File: config.mk
export PLATFORM = sky130hd
export DESIGN_NAME = gbus_core_rx_flat
export DESIGN_NICKNAME = d
export VERILOG_FILES = /design/src/rtl/gbus_core_rx_if.sv /design/src/rtl/gbus_core_rx.sv /design/src/flat_wrapper.sv
export SDC_FILE = /design/constraint.sdc
export NUM_CORES = 1
export LEC_CHECK = 0
export CORE_ASPECT_RATIO = 0.7
export CORE_UTILIZATION = 61
export CTS_CLUSTER_DIAMETER = 80
export DETAILED_ROUTE_END_ITERATION = 10
export PLACE_DENSITY = 0.91
export SLEW_MARGIN = 20
export SYNTH_ARGS = -nofsm -noshare
export SYNTH_HDL_FRONTEND = slang
export SYNTH_SLANG_ARGS = --single-unit
File: constraint.sdc
create_clock -name clk -period 4.2 [get_ports clk]
set_input_delay 0.63 -clock clk [delete_from_list [all_inputs] [get_ports clk]]
set_output_delay 0.63 -clock clk [all_outputs]
set_load 0.01 [all_outputs]
File: src/rtl/gbus_core_rx_if.sv
// Global-bus snoop interface: broadcast address, valid strobe and data.
// master drives the bus (arbiter side), slave observes it (receivers).
interface gbus_core_rx_if #(
  parameter int DW = 32
);
  logic [18:0]   gbus_addr;
  logic          gbus_wen;
  logic [DW-1:0] gbus_wdata;

  modport master (
    output gbus_addr,
    output gbus_wen,
    output gbus_wdata
  );

  modport slave (
    input gbus_addr,
    input gbus_wen,
    input gbus_wdata
  );
endinterface

File: src/rtl/gbus_core_rx.sv
// Per-core global-bus receiver: filters bus words by core id, buffers
// them in a FIFO, drains into the core SRAM port and tracks completion.
// Ports: clk, rst_n (sync, active-high), bus (gbus snoop, slave),
//   cfg_start/cfg_len (transfer setup), core_sram_busy (drain stall),
//   sram_wen/bank/addr/wdata (registered SRAM write),
//   rx_busy, rx_done (pulse), fifo_ovf (sticky drop flag).
module gbus_core_rx #(
  parameter logic [3:0] CORE_INDEX      = 4'd0,
  parameter int         GBUS_DATA_WIDTH = 32,
  parameter int         FIFO_DEPTH      = 4,
  parameter int         LEN_WIDTH       = 16
) (
  input  logic                       clk,
  input  logic                       rst_n,
  gbus_core_rx_if.slave              bus,
  input  logic                       cfg_start,
  input  logic [LEN_WIDTH-1:0]       cfg_len,
  input  logic                       core_sram_busy,
  output logic                       sram_wen,
  output logic [1:0]                 sram_bank,
  output logic [12:0]                sram_addr,
  output logic [GBUS_DATA_WIDTH-1:0] sram_wdata,
  output logic                       rx_busy,
  output logic                       rx_done,
  output logic                       fifo_ovf
);

  localparam int AW = $clog2(FIFO_DEPTH);
  localparam int DW = GBUS_DATA_WIDTH;

  typedef struct packed {
    logic [1:0]    bank;
    logic [12:0]   addr;
    logic [DW-1:0] data;
  } ent_t;

  typedef enum logic [1:0] {
    IDLE = 2'd0,
    RECV = 2'd1,
    DONE = 2'd2
  } state_t;

  // stage 1: bus capture
  logic s1_hit;
  ent_t s1_ent;

  always_ff @(posedge clk) begin
    if (rst_n) begin
      s1_hit <= 1'b0;
      s1_ent <= '0;
    end else begin
      s1_hit <= bus.gbus_wen &&
                (bus.gbus_addr[16:13] == CORE_INDEX);
      s1_ent <= '{bank: bus.gbus_addr[18:17],
                  addr: bus.gbus_addr[12:0],
                  data: bus.gbus_wdata};
    end
  end

  // stage 2: receive FIFO
  ent_t         mem [FIFO_DEPTH];
  logic [AW:0]  wp;
  logic [AW:0]  rp;
  logic         full;
  logic         empty;
  logic         pop;
  logic         push;
  ent_t         head;

  // pointers carry one extra wrap bit to tell full from empty
  assign empty = (wp == rp);
  assign full  = (wp[AW] != rp[AW]) &&
                 (wp[AW-1:0] == rp[AW-1:0]);
  assign pop   = !empty && !core_sram_busy;
  // a pop in the same cycle frees the slot the push needs
  assign push  = s1_hit && (!full || pop);
  assign head  = mem[rp[AW-1:0]];

  always_ff @(posedge clk) begin
    if (push) begin
      mem[wp[AW-1:0]] <= s1_ent;
    end
  end

  always_ff @(posedge clk) begin
    if (rst_n) begin
      wp       <= '0;
      rp       <= '0;
      fifo_ovf <= 1'b0;
    end else begin
      if (push) begin
        wp <= wp + 1'b1;
      end
      if (pop) begin
        rp <= rp + 1'b1;
      end
      if (s1_hit && !push) begin
        fifo_ovf <= 1'b1;
      end
    end
  end

  // drain into SRAM port
  always_ff @(posedge clk) begin
    if (rst_n) begin
      sram_wen   <= 1'b0;
      sram_bank  <= '0;
      sram_addr  <= '0;
      sram_wdata <= '0;
    end else begin
      sram_wen <= pop;
      if (pop) begin
        sram_bank  <= head.bank;
        sram_addr  <= head.addr;
        sram_wdata <= head.data;
      end
    end
  end

  // transfer tracking
  state_t               state_q;
  state_t               state_d;
  logic [LEN_WIDTH-1:0] len_q;
  logic [LEN_WIDTH-1:0] cnt_q;
  logic [LEN_WIDTH-1:0] cnt_inc;
  logic                 load;

  assign cnt_inc = cnt_q + LEN_WIDTH'(1);
  assign load    = cfg_start && (state_q != DONE);

  always_ff @(posedge clk) begin
    if (rst_n) begin
      state_q <= IDLE;
    end else begin
      state_q <= state_d;
    end
  end

  always_comb begin
    state_d = state_q;
    unique case (state_q)
      IDLE: begin
        if (cfg_start) begin
          state_d = (cfg_len == '0) ? DONE : RECV;
        end
      end
      RECV: begin
        // restart wins; that cycle's write is not counted
        if (cfg_start) begin
          state_d = (cfg_len == '0) ? DONE : RECV;
        end else if (pop && (cnt_inc == len_q)) begin
          state_d = DONE;
        end
      end
      DONE: begin
        state_d = IDLE;
      end
      default: begin
        state_d = IDLE;
      end
    endcase
  end

  always_comb begin
    rx_busy = 1'b0;
    rx_done = 1'b0;
    unique case (state_q)
      RECV:    rx_busy = 1'b1;
      DONE:    rx_done = 1'b1;
      default: ;
    endcase
  end

  always_ff @(posedge clk) begin
    if (rst_n) begin
      len_q <= '0;
      cnt_q <= '0;
    end else if (load) begin
      len_q <= cfg_len;
      cnt_q <= '0;
    end else if ((state_q == RECV) && pop) begin
      cnt_q <= cnt_inc;
    end
  end

endmodule

File: src/flat_wrapper.sv
// flat-port wrapper written by rule: the top's interface ports become plain ports
module gbus_core_rx_flat 
#(
  parameter logic [3:0] CORE_INDEX      = 4'd0,
  parameter int         GBUS_DATA_WIDTH = 32,
  parameter int         FIFO_DEPTH      = 4,
  parameter int         LEN_WIDTH       = 16
)
  (clk, rst_n, cfg_start, cfg_len, core_sram_busy, sram_wen, sram_bank, sram_addr, sram_wdata, rx_busy, rx_done, fifo_ovf, bus_gbus_addr, bus_gbus_wen, bus_gbus_wdata);
  gbus_core_rx_if #(.DW((32))) bus_i ();
  input  logic clk;
  input  logic rst_n;
  input  logic cfg_start;
  input  logic [LEN_WIDTH-1:0] cfg_len;
  input  logic core_sram_busy;
  output logic sram_wen;
  output logic [1:0] sram_bank;
  output logic [12:0] sram_addr;
  output logic [GBUS_DATA_WIDTH-1:0] sram_wdata;
  output logic rx_busy;
  output logic rx_done;
  output logic fifo_ovf;
  input wire logic [$bits(bus_i.gbus_addr)-1:0] bus_gbus_addr;
  input wire logic [$bits(bus_i.gbus_wen)-1:0] bus_gbus_wen;
  input wire logic [$bits(bus_i.gbus_wdata)-1:0] bus_gbus_wdata;
  assign bus_i.gbus_addr = bus_gbus_addr;
  assign bus_i.gbus_wen = bus_gbus_wen;
  assign bus_i.gbus_wdata = bus_gbus_wdata;
  gbus_core_rx #(.CORE_INDEX(CORE_INDEX), .GBUS_DATA_WIDTH(GBUS_DATA_WIDTH), .FIFO_DEPTH(FIFO_DEPTH), .LEN_WIDTH(LEN_WIDTH)) u_core (.clk(clk), .rst_n(rst_n), .bus(bus_i), .cfg_start(cfg_start), .cfg_len(cfg_len), .core_sram_busy(core_sram_busy), .sram_wen(sram_wen), .sram_bank(sram_bank), .sram_addr(sram_addr), .sram_wdata(sram_wdata), .rx_busy(rx_busy), .rx_done(rx_done), .fifo_ovf(fifo_ovf));
endmodule
# Word level (Yosys, flattened, before mapping)
# Memories as Yosys holds them, arrays and structs flattened. A register that Yosys moved wholly into a read port is not among the register bits.
# Cells that the tools add are included.
# classes
addsub,3
eq_ne,9
n_mux,9
n_reduce_logical,18
# op_table
operator,count
adder 16 x 1 -> 16 bit (second input constant),1
== test 16 bit,1
zero test 16 bit,1
logical AND 1 bit,8
2-to-1 mux 2 bit,4
adder 3 x 1 -> 3 bit (second input constant),2
zero test 1 bit,4
zero test 4 bit,1
2-to-1 mux 1 bit,4
!= test 2 bit (second input constant),2
one-hot mux 2 bit (2 select lines),1
== test 3 bit,1
!= test 3 x 2 -> 1 bit (second input constant),1
== test 2 x 1 -> 1 bit (second input constant),1
== test 2 bit,1
== test 2 bit (second input constant),1
zero test 2 bit,1
AND reduction 2 bit,1
OR reduction 2 bit,1
logical OR 1 bit,1
!= test 1 bit,1
# totals
register_bits,90
ramBits,188
input_bits,72
out_inout_bits,51
wordCells,51
mem_count,1
# mem_list
name,depth,width,read_ports,rd_clocked_by_memory_dff,wr,line_no,source
u_core.mem,4,47,1,1,1,gbus_core_rx.sv:61,ent_t mem [FIFO_DEPTH];

# Longest topological paths before layout
# depth
ltp_word,7
ltp_mapped,9

# Worst setup path before layout
# No wires, ideal clock.
# synth_timing
kind,reg2reg
from,register u_core.rp[0]
to,memory u_core.mem[3][0] (netlist name) (enable)
setup_time_ns,0.411
arrival_time_ns,2.322
required_time_ns,3.789
path_slack_ns,1.467
path_stages_with_launch,6
period_less_slack_ns,2.733
path_cell_list,dfxtp_1 buf_2 xor2_1 nor2_1 a31oi_1 and2_1
# synth_via
elab_chain_len,7
# synth_lines
item,line_no,source
"start, declared",gbus_core_rx.sv:63,logic [AW:0] rp;
"start signal, assigned",gbus_core_rx.sv:95,rp <= rp + 1'b1;
== test 3 bit or == test 2 bit (tied branches),"gbus_core_rx.sv:71, gbus_core_rx.sv:73",
zero test 1 bit or logical AND 1 bit (tied branches),"gbus_core_rx.sv:74, gbus_core_rx.sv:72",
logical AND 1 bit or zero test 1 bit (tied branches),"gbus_core_rx.sv:74, gbus_core_rx.sv:76",
logical OR 1 bit (*),gbus_core_rx.sv:76,assign push = s1_hit && (!full || pop);
logical AND 1 bit (*),gbus_core_rx.sv:76,
2-to-1 mux 1 bit (*),gbus_core_rx.sv:80,if (push) begin
2-to-1 mux 1 bit (not written as such) (*),gbus_core_rx.sv:81,mem[wp[AW-1:0]] <= s1_ent;
"end, declared",gbus_core_rx.sv:61,
# Every way passes the cells marked *; elsewhere a longest branch is shown, timed or not.

# Worst setup path in the final report
# layout_timing
from,register u_core.cnt_q[0]
to,register u_core.state_q[1]
# layout_via
elab_chain_len,5
# layout_lines
item,line_no,source
"start, declared",gbus_core_rx.sv:124,logic [LEN_WIDTH-1:0] cnt_q;
"start signal, assigned",gbus_core_rx.sv:182,cnt_q <= cnt_inc;
adder 16 x 1 -> 16 bit,gbus_core_rx.sv:128,assign cnt_inc = cnt_q + LEN_WIDTH'(1);
== test 16 bit,gbus_core_rx.sv:151,end else if (pop && (cnt_inc == len_q)) begin
logical AND 1 bit,gbus_core_rx.sv:151,
!= test 3 x 2 -> 1 bit (no source line),n/a,
AND reduction 2 bit (no source line),n/a,
"end signal, assigned",gbus_core_rx.sv:135,state_q <= state_d;
"end, declared",gbus_core_rx.sv:121,state_t state_q;
# No other way between the ends.
# A chain may end at the register's enable or synchronous reset.

==> impl_metrics.csv <==
group,metric,value,unit
placement,place.port_buffers,122,
drt,drtIter0Drc,780,
worst_setup_path,arrival,3350,ps
yosys,synthesis.instances,860,
drt,detail_route.drc_violations,0,
run_status,outcome,"complete, no violations",
drt,detailedRoute.firstPassIterationCount,5,
hold_path,min_delay_path_class,"flop to flop",
floorplanning,start_util,0.631,
global_route,grt_pass1_wl,40300,um
floorplanning,ioPinCount,123,
power_and_ir_drop,proportion_of_power_drawn_by_flip_flops_and_latches,0.561,
timing,clock.fmax,344,MHz
worst_setup_path,path_max_fanout,9,
power_and_ir_drop,powerDensity,426,mW/mm2
yosys,synth_top_flop_cell,"sky130_fd_sc_hd__edfxtp_1",
power_and_ir_drop,max-vdd-ir-drop,0.384,mV
yosys,netlist_top_cells_count,"sky130_fd_sc_hd__edfxtp_1 (188), sky130_fd_sc_hd__nand2_1 (149), sky130_fd_sc_hd__dfxtp_1 (137)",
clocking,clkLatencyLatePin,530,ps
yosys,ys.warnings.count,0,
timing,final_hold_viols,0,
clocking,cts_tree,"done",
yosys,top_area_cells_in_the_synthesized_netlist,"sky130_fd_sc_hd__edfxtp_1 (47%), sky130_fd_sc_hd__dfxtp_1 (23%), sky130_fd_sc_hd__mux4_2 (8.8%), sky130_fd_sc_hd__nand2_1 (4.6%), sky130_fd_sc_hd__a21oi_1 (2.8%)",
power_and_ir_drop,cell_internal_pwr,4910,uW
placement,dp_hpwl,15800,um
global_route,via_count_of_the_first_global_routing_pass,7378,
floorplanning,die_w,170,um
yosys,async_flop_share,0,
placement,gp_routability_congestion,0.944,
global_route,number_of_antenna_violations_at_the_first_check_in_global_routing,0,
drt,vias,7359,
timing,timing.final.setup_violations,0,
drt,wire_per_inst,20.5,um
worst_setup_path,cp_slowest_stage_delay,590,ps
layout,layout.nets,1055,
timing,fin_skew,8.31,ps
clocking,total_number_of_h_tree_levels,1,
clocking,post_cts.repair.setup_buffers,0,
clocking,clk_path_buf_depth,3,
power_and_ir_drop,power.clock.fraction,0.403,
floorplanning,rows,42,
global_route,overflow,0,
timing,timing_worst_slew_pin_value,961,ps
clocking,cts.root.buffer_cell,"sky130_fd_sc_hd__clkbuf_16",
yosys,postSynthNetCount,939,
worst_setup_path,crit_required,4650,ps
drt,route.final.wire_length,25900,um
timing,fin_crit_sh,0.692,
global_route,grt_max_degree,79,
yosys,synth_enable_flop_cells,188,
yosys,synth.avg_cell_area,14.0,um2
worst_setup_path,worst_setup_path_start_kind,"flop",
global_route,globalRouteTotalUtil,0.261,
clocking,clkSinkCount,325,
layout,fraction_of_final_layout_cells_sized_beyond_drive_strength_1,0.116,
clocking,clk_pin_slew,70,ps
drt,antenna_violating_nets_post_route,0,
drt,drt-vias-per-instance,5.83,
timing,hold_slack,456,ps
yosys,post-synth-top-area-cell,"sky130_fd_sc_hd__edfxtp_1",
yosys,synth.lib_cells_used.distinct,45,
worst_setup_path,timing.critical_path.cells,"ha_1 -> inv_1 -> nor4_1 -> a31oi_1 -> or4_4 -> a2111oi_4 -> a21oi_1 -> nor4_2",
layout,diodes,0,
worst_setup_path,timing.critical_path.to_type,"flop",
worst_setup_path,timing_worst_setup_path_type,"flop to flop",
power_and_ir_drop,combPwrFrac,0.036,
yosys,synth_top_area_share,0.468,
worst_setup_path,cpMaxStageDelayCell,"sky130_fd_sc_hd__dfxtp_1",
placement,dpl_cell_area,0.0135,mm2
power_and_ir_drop,leakagePower,0.00470,uW
yosys,synth_seq_area_share,0.695,
floorplanning,die_span_in_y,120,um
power_and_ir_drop,switchingPower,1240,uW
timing,rsz_0062_raised_after_global_routing,"false",
power_and_ir_drop,switching_fraction_of_total_power,0.201,
clocking,number_of_buffers_inserted_by_hold_repair_at_cts,0,
hold_path,hold-path-cell-count,2,
layout,layout-area-overhead-vs-synth,19.6,%
timing,timing.slew.headroom,0.359,
yosys,most_frequent_cell_after_synthesis,"sky130_fd_sc_hd__edfxtp_1",
yosys,synth.cell_area,0.0121,mm2
worst_setup_path,worstRegToRegCells,8,
clocking,cts_made_buffers,28,
timing,final.min_clock_period,2900,ps
yosys,synth_seq_cells,325,
floorplanning,design.die.area,0.0204,mm2
run,maxCapViolCount,0,
timing,total_negative_slack_for_setup_checks,0,ps
placement,placement.setup.worst_slack,1210,ps
timing,slew_viol_final,0,
power_and_ir_drop,design_power_total,6140,uW
timing,final.setup.worst_slack,1300,ps
floorplanning,design.core.area,0.0191,mm2
clocking,cts-resized-gates,0,
layout,finalInstanceArea,0.0144,mm2
metal layers:
layer  vias to the layer above  global-route usage  wire [um]
met5                         -                   0          0
met2                       348               0.415      12200
li1                       3325                   -          -
met3                        56              0.0406       1910
met1                      3630               0.373      11000
met4                         0              0.0912        720
critical path, delay by kind of cell (launching register included):
| family | cells | cell delay, ps |
|---|---|---|
| flip-flops | 1 | 590 |
| adder cells (fa/ha/maj) | 1 | 480 |
| AO/OA/AOI/OAI | 3 | 600 |
| AND/OR/NAND/NOR | 3 | 960 |
| buffers and inverters | 1 | 190 |
path summary, 6_finish.rpt:
| check | start | endpoint | slack [ps] |
|---|---|---|---|
| max reg2reg | u_core.cnt_q[0] | u_core.state_q[1] | 1300 |
| min reg2reg | u_core.sram_wdata[10] | u_core.sram_wdata[10] | 460 |
| min | u_core.sram_wdata[10] | u_core.sram_wdata[10] | 460 |
| max | u_core.cnt_q[0] | u_core.state_q[1] | 1300 |
cell families (layout without fill, tap and decap cells):
kind of cell	Yosys count	count (layout)	synth area share
compound gates	89	89	0.0432
xor+xnor	38	38	0.0276
fa+ha+maj	7	7	0.00726
buf+inv	56	194	0.0188
flops	325	325	0.695
mux	53	53	0.0928
simple gates	292	292	0.115
power groups by stage:
stage	sequential, uW	combinational, uW	clock [uW]
global placement	3510	212	0
finish	3450	221	2470
CTS	3450	221	2480
detailed placement	3520	218	0
global route	3450	240	2590
floorplan	3500	108	0
per-stage QoR:
| stage | util | cells |
|---|---|---|
| 2_1_floorplan | - | 860 |
| 3_3_place_gp | 0.708 | 1210 |
| 3_5_place_dp | 0.708 | 1210 |
| 4_1_cts | 0.754 | 1262 |
| 5_1_grt | 0.754 | 1262 |
| 6_report | 0.754 | 1262 |
flip-flops by register name, summed over array words and instances (netlist names):
register,flops
u_core.cnt_q,16
u_core.fifo_ovf,1
u_core.len_q,16
u_core.mem,188
u_core.rp,3
u_core.s1_ent,47
u_core.s1_hit,1
u_core.sram_addr,13
u_core.sram_bank,2
u_core.sram_wdata,32
u_core.sram_wen,1
u_core.state_q,2
u_core.wp,3
placed cells by master (no fill, tap or decap), drive strengths merged, types with 7 or more instances in the layout:
cell type and count:
xnor2 16, nor2b 49, clkdlybuf4s50 121, xor2 22
buf 14, inv 7, and2 9, nor4 10
mux4 47, ha 7, a21oi 68, dfxtp 137
edfxtp 188, nand3 9, nand2 149, clkbuf 46
nand2b 8, nor2 35
cell type report:
| type | instances | area [um2] |
|---|---|---|
| multi-input cells | 479 | 3480 |
| flip-flops and latches | 325 | 8390 |
| well taps | 264 | 330 |
| inverters | 7 | 26.3 |
| clock buffers | 46 | 851 |
| clock inverters | 6 | 31.3 |
| fillers | 1099 | 4700 |
| repair buffers | 135 | 1320 |
Power figures use the tool's default switching activity.
